[src/rtl/edac_scrubber.sv]
// edac_scrubber: background scrubber for the triple-redundant EDAC memory.
// It walks the address space one location per pass, reads each location
// through the voter, and writes the voted byte back when the copies disagree.
//
// Bus ownership handshake: the scrubber may take the bus (SGNT=1) only from
// the cycle after it samples CPU_BUSY=0 in arbitration. If it samples
// CPU_BUSY=1 in any bus cycle, it drops SGNT and all strobes on the next
// clock. The pass then restarts at the same address, and nothing is counted
// for the aborted pass.
module edac_scrubber #(
  parameter int ADDR_BITS     = 15,
  parameter int INTERVAL_BITS = 12,
  parameter int COUNT_BITS    = 8
) (
  input  logic                     CLK,
  input  logic                     nRESET,
  input  logic                     EN,
  input  logic [INTERVAL_BITS-1:0] INTERVAL,
  input  logic                     CPU_BUSY,
  input  logic [7:0]               EDI,
  input  logic                     ERR_DET,
  input  logic                     CLR_COUNT,
  output logic                     SGNT,
  output logic [ADDR_BITS-1:0]     SA,
  output logic                     nSRD,
  output logic                     nSWR,
  output logic [7:0]               SD,
  output logic                     SDRIVE,
  output logic                     FIX_PULSE,
  output logic                     WRAP,
  output logic [COUNT_BITS-1:0]    FIX_COUNT,
  output logic [3:0]               DBG_STATE
);

  typedef enum logic [3:0] {
    S_IDLE = 4'd0,
    S_ARB  = 4'd1,
    S_RD1  = 4'd2,
    S_RD2  = 4'd3,
    S_RD3  = 4'd4,
    S_WR1  = 4'd5,
    S_WR2  = 4'd6,
    S_WR3  = 4'd7,
    S_DONE = 4'd8
  } state_t;

  state_t                   state;
  state_t                   nxt;
  logic [INTERVAL_BITS-1:0] timer;
  logic                     done_now;
  logic                     fix_now;
  logic                     nxt_on_bus;
  logic                     nxt_writing;

  assign DBG_STATE = state;

  // Next-state decode: a CPU access in any bus cycle aborts back to arbitration
  always_comb begin
    nxt = state;
    case (state)
      S_IDLE: if (timer == '0 && EN) nxt = S_ARB;
      S_ARB: begin
        if (!EN)            nxt = S_IDLE;
        else if (!CPU_BUSY) nxt = S_RD1;
      end
      S_RD1:   nxt = CPU_BUSY ? S_ARB : S_RD2;
      S_RD2:   nxt = CPU_BUSY ? S_ARB : S_RD3;
      S_RD3:   nxt = CPU_BUSY ? S_ARB : (ERR_DET ? S_WR1 : S_DONE);
      S_WR1:   nxt = CPU_BUSY ? S_ARB : S_WR2;
      S_WR2:   nxt = CPU_BUSY ? S_ARB : S_WR3;
      S_WR3:   nxt = CPU_BUSY ? S_ARB : S_DONE;
      S_DONE:  nxt = S_IDLE;
      default: nxt = S_IDLE;
    endcase
  end

  assign done_now    = (nxt == S_DONE) && (state != S_DONE);
  assign fix_now     = (state == S_WR3) && (nxt == S_DONE);
  assign nxt_on_bus  = (nxt == S_RD1) || (nxt == S_RD2) || (nxt == S_RD3) ||
                       (nxt == S_WR1) || (nxt == S_WR2) || (nxt == S_WR3);
  assign nxt_writing = (nxt == S_WR1) || (nxt == S_WR2) || (nxt == S_WR3);

  // State register and outputs decoded from the next state, so every output is a flop
  always_ff @(posedge CLK or negedge nRESET) begin
    if (!nRESET) begin
      state     <= S_IDLE;
      timer     <= '0;
      SA        <= '0;
      SD        <= '0;
      FIX_COUNT <= '0;
      SGNT      <= 1'b0;
      nSRD      <= 1'b1;
      nSWR      <= 1'b1;
      SDRIVE    <= 1'b0;
      FIX_PULSE <= 1'b0;
      WRAP      <= 1'b0;
    end else begin
      state     <= nxt;
      SGNT      <= nxt_on_bus;
      nSRD      <= !((nxt == S_RD2) || (nxt == S_RD3));
      nSWR      <= (nxt != S_WR2);
      SDRIVE    <= nxt_writing;
      FIX_PULSE <= fix_now;
      WRAP      <= done_now && (&SA);

      // Voted data is latched only on a completed read, so an abort keeps the old value
      if (state == S_RD3 && nxt != S_ARB) SD <= EDI;

      // The address advances and the gap timer reloads only when a pass completes
      if (done_now) begin
        SA    <= SA + ADDR_BITS'(1);
        timer <= INTERVAL;
      end else if (state == S_IDLE && timer != '0) begin
        timer <= timer - INTERVAL_BITS'(1);
      end

      // Clear takes effect first, so a correction in the same cycle leaves a count of one
      if (CLR_COUNT)
        FIX_COUNT <= fix_now ? COUNT_BITS'(1) : '0;
      else if (fix_now && !(&FIX_COUNT))
        FIX_COUNT <= FIX_COUNT + COUNT_BITS'(1);
    end
  end

endmodule
[config.mk]
export PLATFORM = sky130hd
export DESIGN_NAME = edac_scrubber
export DESIGN_NICKNAME = d
export VERILOG_FILES = /design/src/rtl/edac_scrubber.sv
export SDC_FILE = /design/constraint.sdc
export NUM_CORES = 1
export LEC_CHECK = 0
export CAP_MARGIN = 20
export CORE_UTILIZATION = 45
export DETAILED_ROUTE_END_ITERATION = 8
export GPL_TIMING_DRIVEN = 1
export PLACE_DENSITY = 0.77
export SLEW_MARGIN = 5
export SYNTH_ARGS = -nofsm -noshare
export SYNTH_HDL_FRONTEND = slang
export SYNTH_SLANG_ARGS = --single-unit
[constraint.sdc]
create_clock -name CLK -period 5.7 [get_ports CLK]
set_input_delay 0.855 -clock CLK [delete_from_list [all_inputs] [get_ports CLK]]
set_output_delay 0.855 -clock CLK [all_outputs]
set_load 0.02 [all_outputs]
# == Word-level counts from Yosys, hierarchy flattened ==
# Cells that the tools add are included.
# totals
ff_bits,53
input_bits,26
# op_classes
add_sub_neg,3
n_eq_ne,17
n_mux,16
n_reduce_logical,24
# op_table
op,count
4-bit by 3-bit equality test with 1-bit output (second input constant),8
4-bit one-hot mux with 8 select lines,1
12-bit 2-to-1 mux,2
4-bit 2-to-1 mux,6
4-bit by 2-bit equality test with 1-bit output (second input constant),4
8-bit 2-to-1 mux,2
15-bit by 1-bit adder with 15-bit output (second input constant),1
15-bit AND reduction,1
12-bit zero test,1
12-bit nonzero test,1
12-bit by 1-bit subtractor with 12-bit output (second input constant),1
3-bit 2-to-1 mux,3
8-bit by 1-bit adder with 8-bit output (second input constant),1
1-bit logical OR,8
8-bit AND reduction,1
1-bit logical AND,7
4-bit by 1-bit equality test with 1-bit output (second input constant),1
4-bit equality test (second input constant),1
4-bit zero test,1
4-bit by 1-bit != test with 1-bit output (second input constant),1
4-bit by 3-bit != test with 1-bit output (second input constant),1
4-bit != test (second input constant),1
2-bit nonzero test,2
1-bit zero test,2
2 further kinds,2

# == Depth between registers and ports, before layout ==
# logic_depth
word_depth,10
ltp_mapped,8
ltp_nobuf,7

# == Worst setup path after synthesis ==
# No wires, ideal clock.
# synth_path
path_kind,input-to-reg
startpoint,input CPU_BUSY
endpoint,register timer[11]
arrival_ns,2.200
path_slack_ns,3.374
cell_stages,7
path_cell_list,or3b_1 clkbuf_1 a21o_1 buf_6 o21ai_1 o21ai_1 a221o_1
# synth_via
elab_chain_cells,6
word_cells_on_any_way,13
cone_classes,eq/ne: 1; mux: 10; reduce/logical: 2
# synth_lines
item,line_no,source
"start, declared",19,"input logic CPU_BUSY,"
4-bit 2-to-1 mux,64,else if (!CPU_BUSY) nxt = S_RD1;
4-bit 2-to-1 mux,63,if (!EN) nxt = S_IDLE;
4-bit one-hot mux with 8 select lines (*),60,case (state)
4-bit equality test (*),77,assign done_now = (nxt == S_DONE) && (state != S_DONE);
1-bit logical AND (*),77,
12-bit 2-to-1 mux / 2-bit nonzero test (equally long branches),n/a,
"end signal, assigned",114,timer <= timer - INTERVAL_BITS'(1);
"end, declared",49,logic [INTERVAL_BITS-1:0] timer;
# Every way passes the cells marked *; elsewhere a longest branch is shown, timed or not.
# A chain may end at the register's enable or synchronous reset.

# == Worst setup path in the final report ==
# layout_path
startpoint,input CPU_BUSY
endpoint,register SA[8]
# layout_via
elab_chain_cells,5
word_cells_on_any_way,11
cone_classes,eq/ne: 1; mux: 9; reduce/logical: 1
# layout_lines
item,line_no,source
4-bit 2-to-1 mux,64,
4-bit 2-to-1 mux,63,
4-bit one-hot mux with 8 select lines (*),60,
4-bit equality test (*),77,
1-bit logical AND (*),77,
"end signal, assigned",111,SA <= SA + ADDR_BITS'(1);
"end, declared",24,"output logic [ADDR_BITS-1:0] SA,"
# Marks and branches as above.

==> insert_results.sql <==
INSERT INTO impl_metrics (metric_group, metric, value, unit) VALUES
('run_status', 'run_status', 'complete, no violations', ''),
('pwr', 'power_leakage', '1.466', 'nW'),
('synth', 'synth_seq_area_share', '0.5118', ''),
('synth', 'yosysTopAreaCellShare', '0.4916', ''),
('clock_tree', 'cts_setup_buffers', '0', ''),
('timing', 'hold_viol_final', '0', ''),
('timing', 'final_setup_viols', '0', ''),
('place', 'finalWeightedCongestion', '0.8036', ''),
('detailed_routing', 'route.layer.met1.wl', '2.488', 'mm'),
('grt', 'grt_pass1_vias', '1843', ''),
('pwr', 'max-vdd-ir-drop', '180.7', 'uV'),
('detailed_routing', 'met3_length', '268', 'microns'),
('detailed_routing', 'maxUsedRoutingLayer', 'met4', ''),
('timing', 'finalSetupTns', '0', 'ps'),
('setup_path', 'worstSetupPathType', 'in -> reg', ''),
('clock_tree', 'numCtsBuffers', '5', ''),
('grt', 'maximum_number_of_pins_on_one_net_before_global_route_repair', '54', ''),
('layout', 'num_antenna_cells', '0', ''),
('timing', 'tightestPinTransition', '720.9', 'ps'),
('detailed_routing', 'drt_iter0_markers', '96', ''),
('synth', 'synth_area_leaders', 'dfrtp_1 (49%), xnor2_1 (5.7%), nor2_1 (4.3%)', ''),
('grt', 'grt_pass1_wl', '8.611', 'mm'),
('synth', 'syn-instance-count', '250', ''),
('timing', 'final_worst_path_period_need', '2824', 'ps'),
('die', 'floorplan.die_area', '0.006077', 'sq mm'),
('timing', 'rsz0062_at_grt', 'no', ''),
('pwr', 'power_density', '266.2', 'mW/mm^2'),
('timing', 'setup_ws', '2876', 'ps'),
('synth', 'mappedNetlistArea', '0.002596', 'sq mm'),
('grt', 'grt_antenna_before_repair', '0', ''),
('synth', 'synth_area_per_cell', '10.38', 'sq um'),
('die', 'die_w', '77.96', 'microns'),
('die', 'fp-row-count', '27', ''),
('layout', 'syn2layout_area_growth', '29.73', '%'),
('clock_tree', 'clockRootBuffer', 'clkbuf_8', ''),
('timing', 'timing.max_slew.rel_slack', '0.5150', ''),
('detailed_routing', 'route.detailed.drc', '0', ''),
('detailed_routing', 'drt-total-wl', '5.225', 'mm'),
('clock_tree', 'post_cts_resized', '0', ''),
('synth', 'async_reset_ff_frac', '1.000', ''),
('detailed_routing', 'via_count', '2044', ''),
('layout', 'final_layout_size_suffix_gt1_frac', '0.07029', ''),
('place', 'pre_cts_ws', '2557', 'ps'),
('synth', 'post_synthesis_net_count', '280', ''),
('setup_path', 'cp.arrival', '3020', 'ps'),
('clock_tree', 'cts_hold_buffers', '0', ''),
('timing', 'period_share', '0.4954', ''),
('setup_path', 'crit_end_element', 'flip-flop', ''),
('clock_tree', 'htree_levels', '2', ''),
('clock_tree', 'cts_num_sinks', '53', ''),
('worst_hold_path', 'min-delay-path-class', 'reg -> reg', ''),
('pwr', 'post-layout-total-power', '0.8965', 'mW'),
('synth', 'postSynthRegisterBits', '53', ''),
('synth', 'synth_ff_type', 'dfrtp_1', ''),
('timing', 'whs', '492.0', 'ps'),
('place', 'port-buffer-count', '66', ''),
('clock_tree', 'clockBufferDepth', '2', ''),
('synth', 'ys_warn_count', '0', ''),
('layout', 'final_util', '0.6079', ''),
('die', 'start_util', '0.4686', ''),
('clock_tree', 'worst_skew_pair.late_latency', '300', 'ps'),
('die', 'pin_count', '67', ''),
('timing', 'finalMaxSlewViolations', '0', ''),
('job', 'drv.max_cap_violation_count', '0', ''),
('detailed_routing', 'met2RoutedLength', '2.411', 'mm'),
('grt', 'track_usage', '0.1792', ''),
('synth', 'synth_largest_area_cell', 'dfrtp_1', ''),
('place', 'hpwlAfterDp', '3.682', 'mm'),
('grt', 'grt_overflow_total', '0', ''),
('detailed_routing', 'routed_wire_length_per_instance', '13.57', 'microns'),
('synth', 'synth-edff-count', '0', ''),
('clock_tree', 'cts_tree', 'yes', ''),
('timing', 'fmaxAchievable', '354.1', 'MHz'),
('synth', 'netlist-cell-type-count', '49', ''),
('layout', 'num-nets-final', '342', ''),
('detailed_routing', 'detail-route-antenna-nets', '0', ''),
('detailed_routing', 'drt-vias-per-instance', '5.309', ''),
('setup_path', 'start_kind', 'input pin', ''),
('clock_tree', 'clk_transition_reported_paths', '100', 'ps'),
('setup_path', 'critPathMaxFanout', '22', ''),
('die', 'die_y', '77.96', 'microns'),
('detailed_routing', 'drt_pre_antenna_iters', '4', ''),
('die', 'core_region_area', '0.005540', 'sq mm'),
('setup_path', 'worst-endpoint-required', '5900', 'ps'),
('timing', 'fin_worst_skew', '10.46', 'ps');
-- report_power, final --
group / internal (mW) / switching [mW]
clock network: 0.0874 / 0.126
logic: 0.102 / 0.105
registers: 0.421 / 0.0558
total: 0.610 / 0.287
-- worst paths after layout --
kind	from	end	slack, ps	depth (start not counted)
max reg2reg	DBG_STATE[2]	SA[8]	3400	6
max in group asynchronous	nRESET	SD[6]	4600	2
max	CPU_BUSY	SA[8]	2880	7
min	SD[7]	SD[7]	490	1
min reg2reg	SD[7]	SD[7]	490	1
min in group asynchronous	nRESET	SA[10]	650	2
-- per-layer routing --
layer / up-vias / GRT usage
met2: 66 / 0.2814
met3: 6 / 0.02941
met1: 967 / 0.2563
met5: - / 0
met4: 0 / 0.05000
li1: 1005 / -
-- metrics by stage --
stage,cell area (sq um),instances
after CTS,3368,385
after floorplan,2596,250
after global placement,3278,377
after global routing,3368,385
after detailed placement,3278,377
final,3368,385
-- state kept, by name, summed over array words and instances, names as in the netlist --
name and cells:
SA 15, timer 12, FIX_COUNT 8, SD 8, DBG_STATE 4, FIX_PULSE 1
SDRIVE 1, SGNT 1, WRAP 1, nSRD 1, nSWR 1
-- cell type report --
cell class | instances | area [sq um]
fill | 481 | 2172
sequential | 53 | 1329
multi-input combinational | 177 | 1166
timing repair buffer | 67 | 663.1
tap | 72 | 90.09
clock buffer | 5 | 68.82
inverter | 8 | 30.03
clock inverter | 3 | 21.27
-- cells by family (layout without fill, tap and decap cells) --
family                   count (synthesis)  after routing  share of synthesized area
AND/OR/NAND/NOR                        105            105                     0.2106
multiplexers                             9              9                    0.03856
flip-flops                              53             53                     0.5118
XOR/XNOR                                25             25                    0.08434
AO/OA/AOI/OAI                           34             34                    0.09639
buffers and inverters                   20             83                    0.03903
adder cells (fa/ha/maj)                  4              4                    0.01928
-- critical path, cell delays in order --
cell	delay (ps)
clkdlybuf4s50_1	490
or3b_1	520
a21o_1	290
inv_2	310
and4_1	280
nand4_1	120
xnor2_1	140
-- placed cells by master, fill, tap and decap left out, types with 3 or more instances in the layout --
cell / Yosys / layout
a221o_1: 3 / 3
o21ai_1: 10 / 10
xor2_1: 8 / 8
a21oi_1: 5 / 5
nor2_1: 30 / 30
clkdlybuf4s50_1: 0 / 65
nand2_1: 23 / 23
and4_1: 5 / 5
nor4_1: 8 / 8
mux2_1: 8 / 8
nand4_1: 4 / 4
nor3_1: 5 / 5
inv_1: 7 / 7
nand3_1: 9 / 9
xnor2_1: 17 / 17
ha_1: 4 / 4
dfrtp_1: 51 / 51
and3_1: 5 / 5
clkbuf_8: 0 / 5
-- cells in the mapped netlist, drive strengths merged (2+ instances only) --
cell type	count
a311oi	2
xor2	8
clkbuf	5
nand2	24
xnor2	17
and4	5
or4	2
nor3	7
o21ai	10
ha	4
nand3	9
inv	8
dfstp	2
nand4	5
nor4	8
and3	5
nand2b	2
mux2	8
a221o	3
a21oi	5
or3	2
buf	7
nor2	30
dfrtp	51
a211oi	2
o221ai	2
Note: power is estimated with default switching activity, not from simulation.
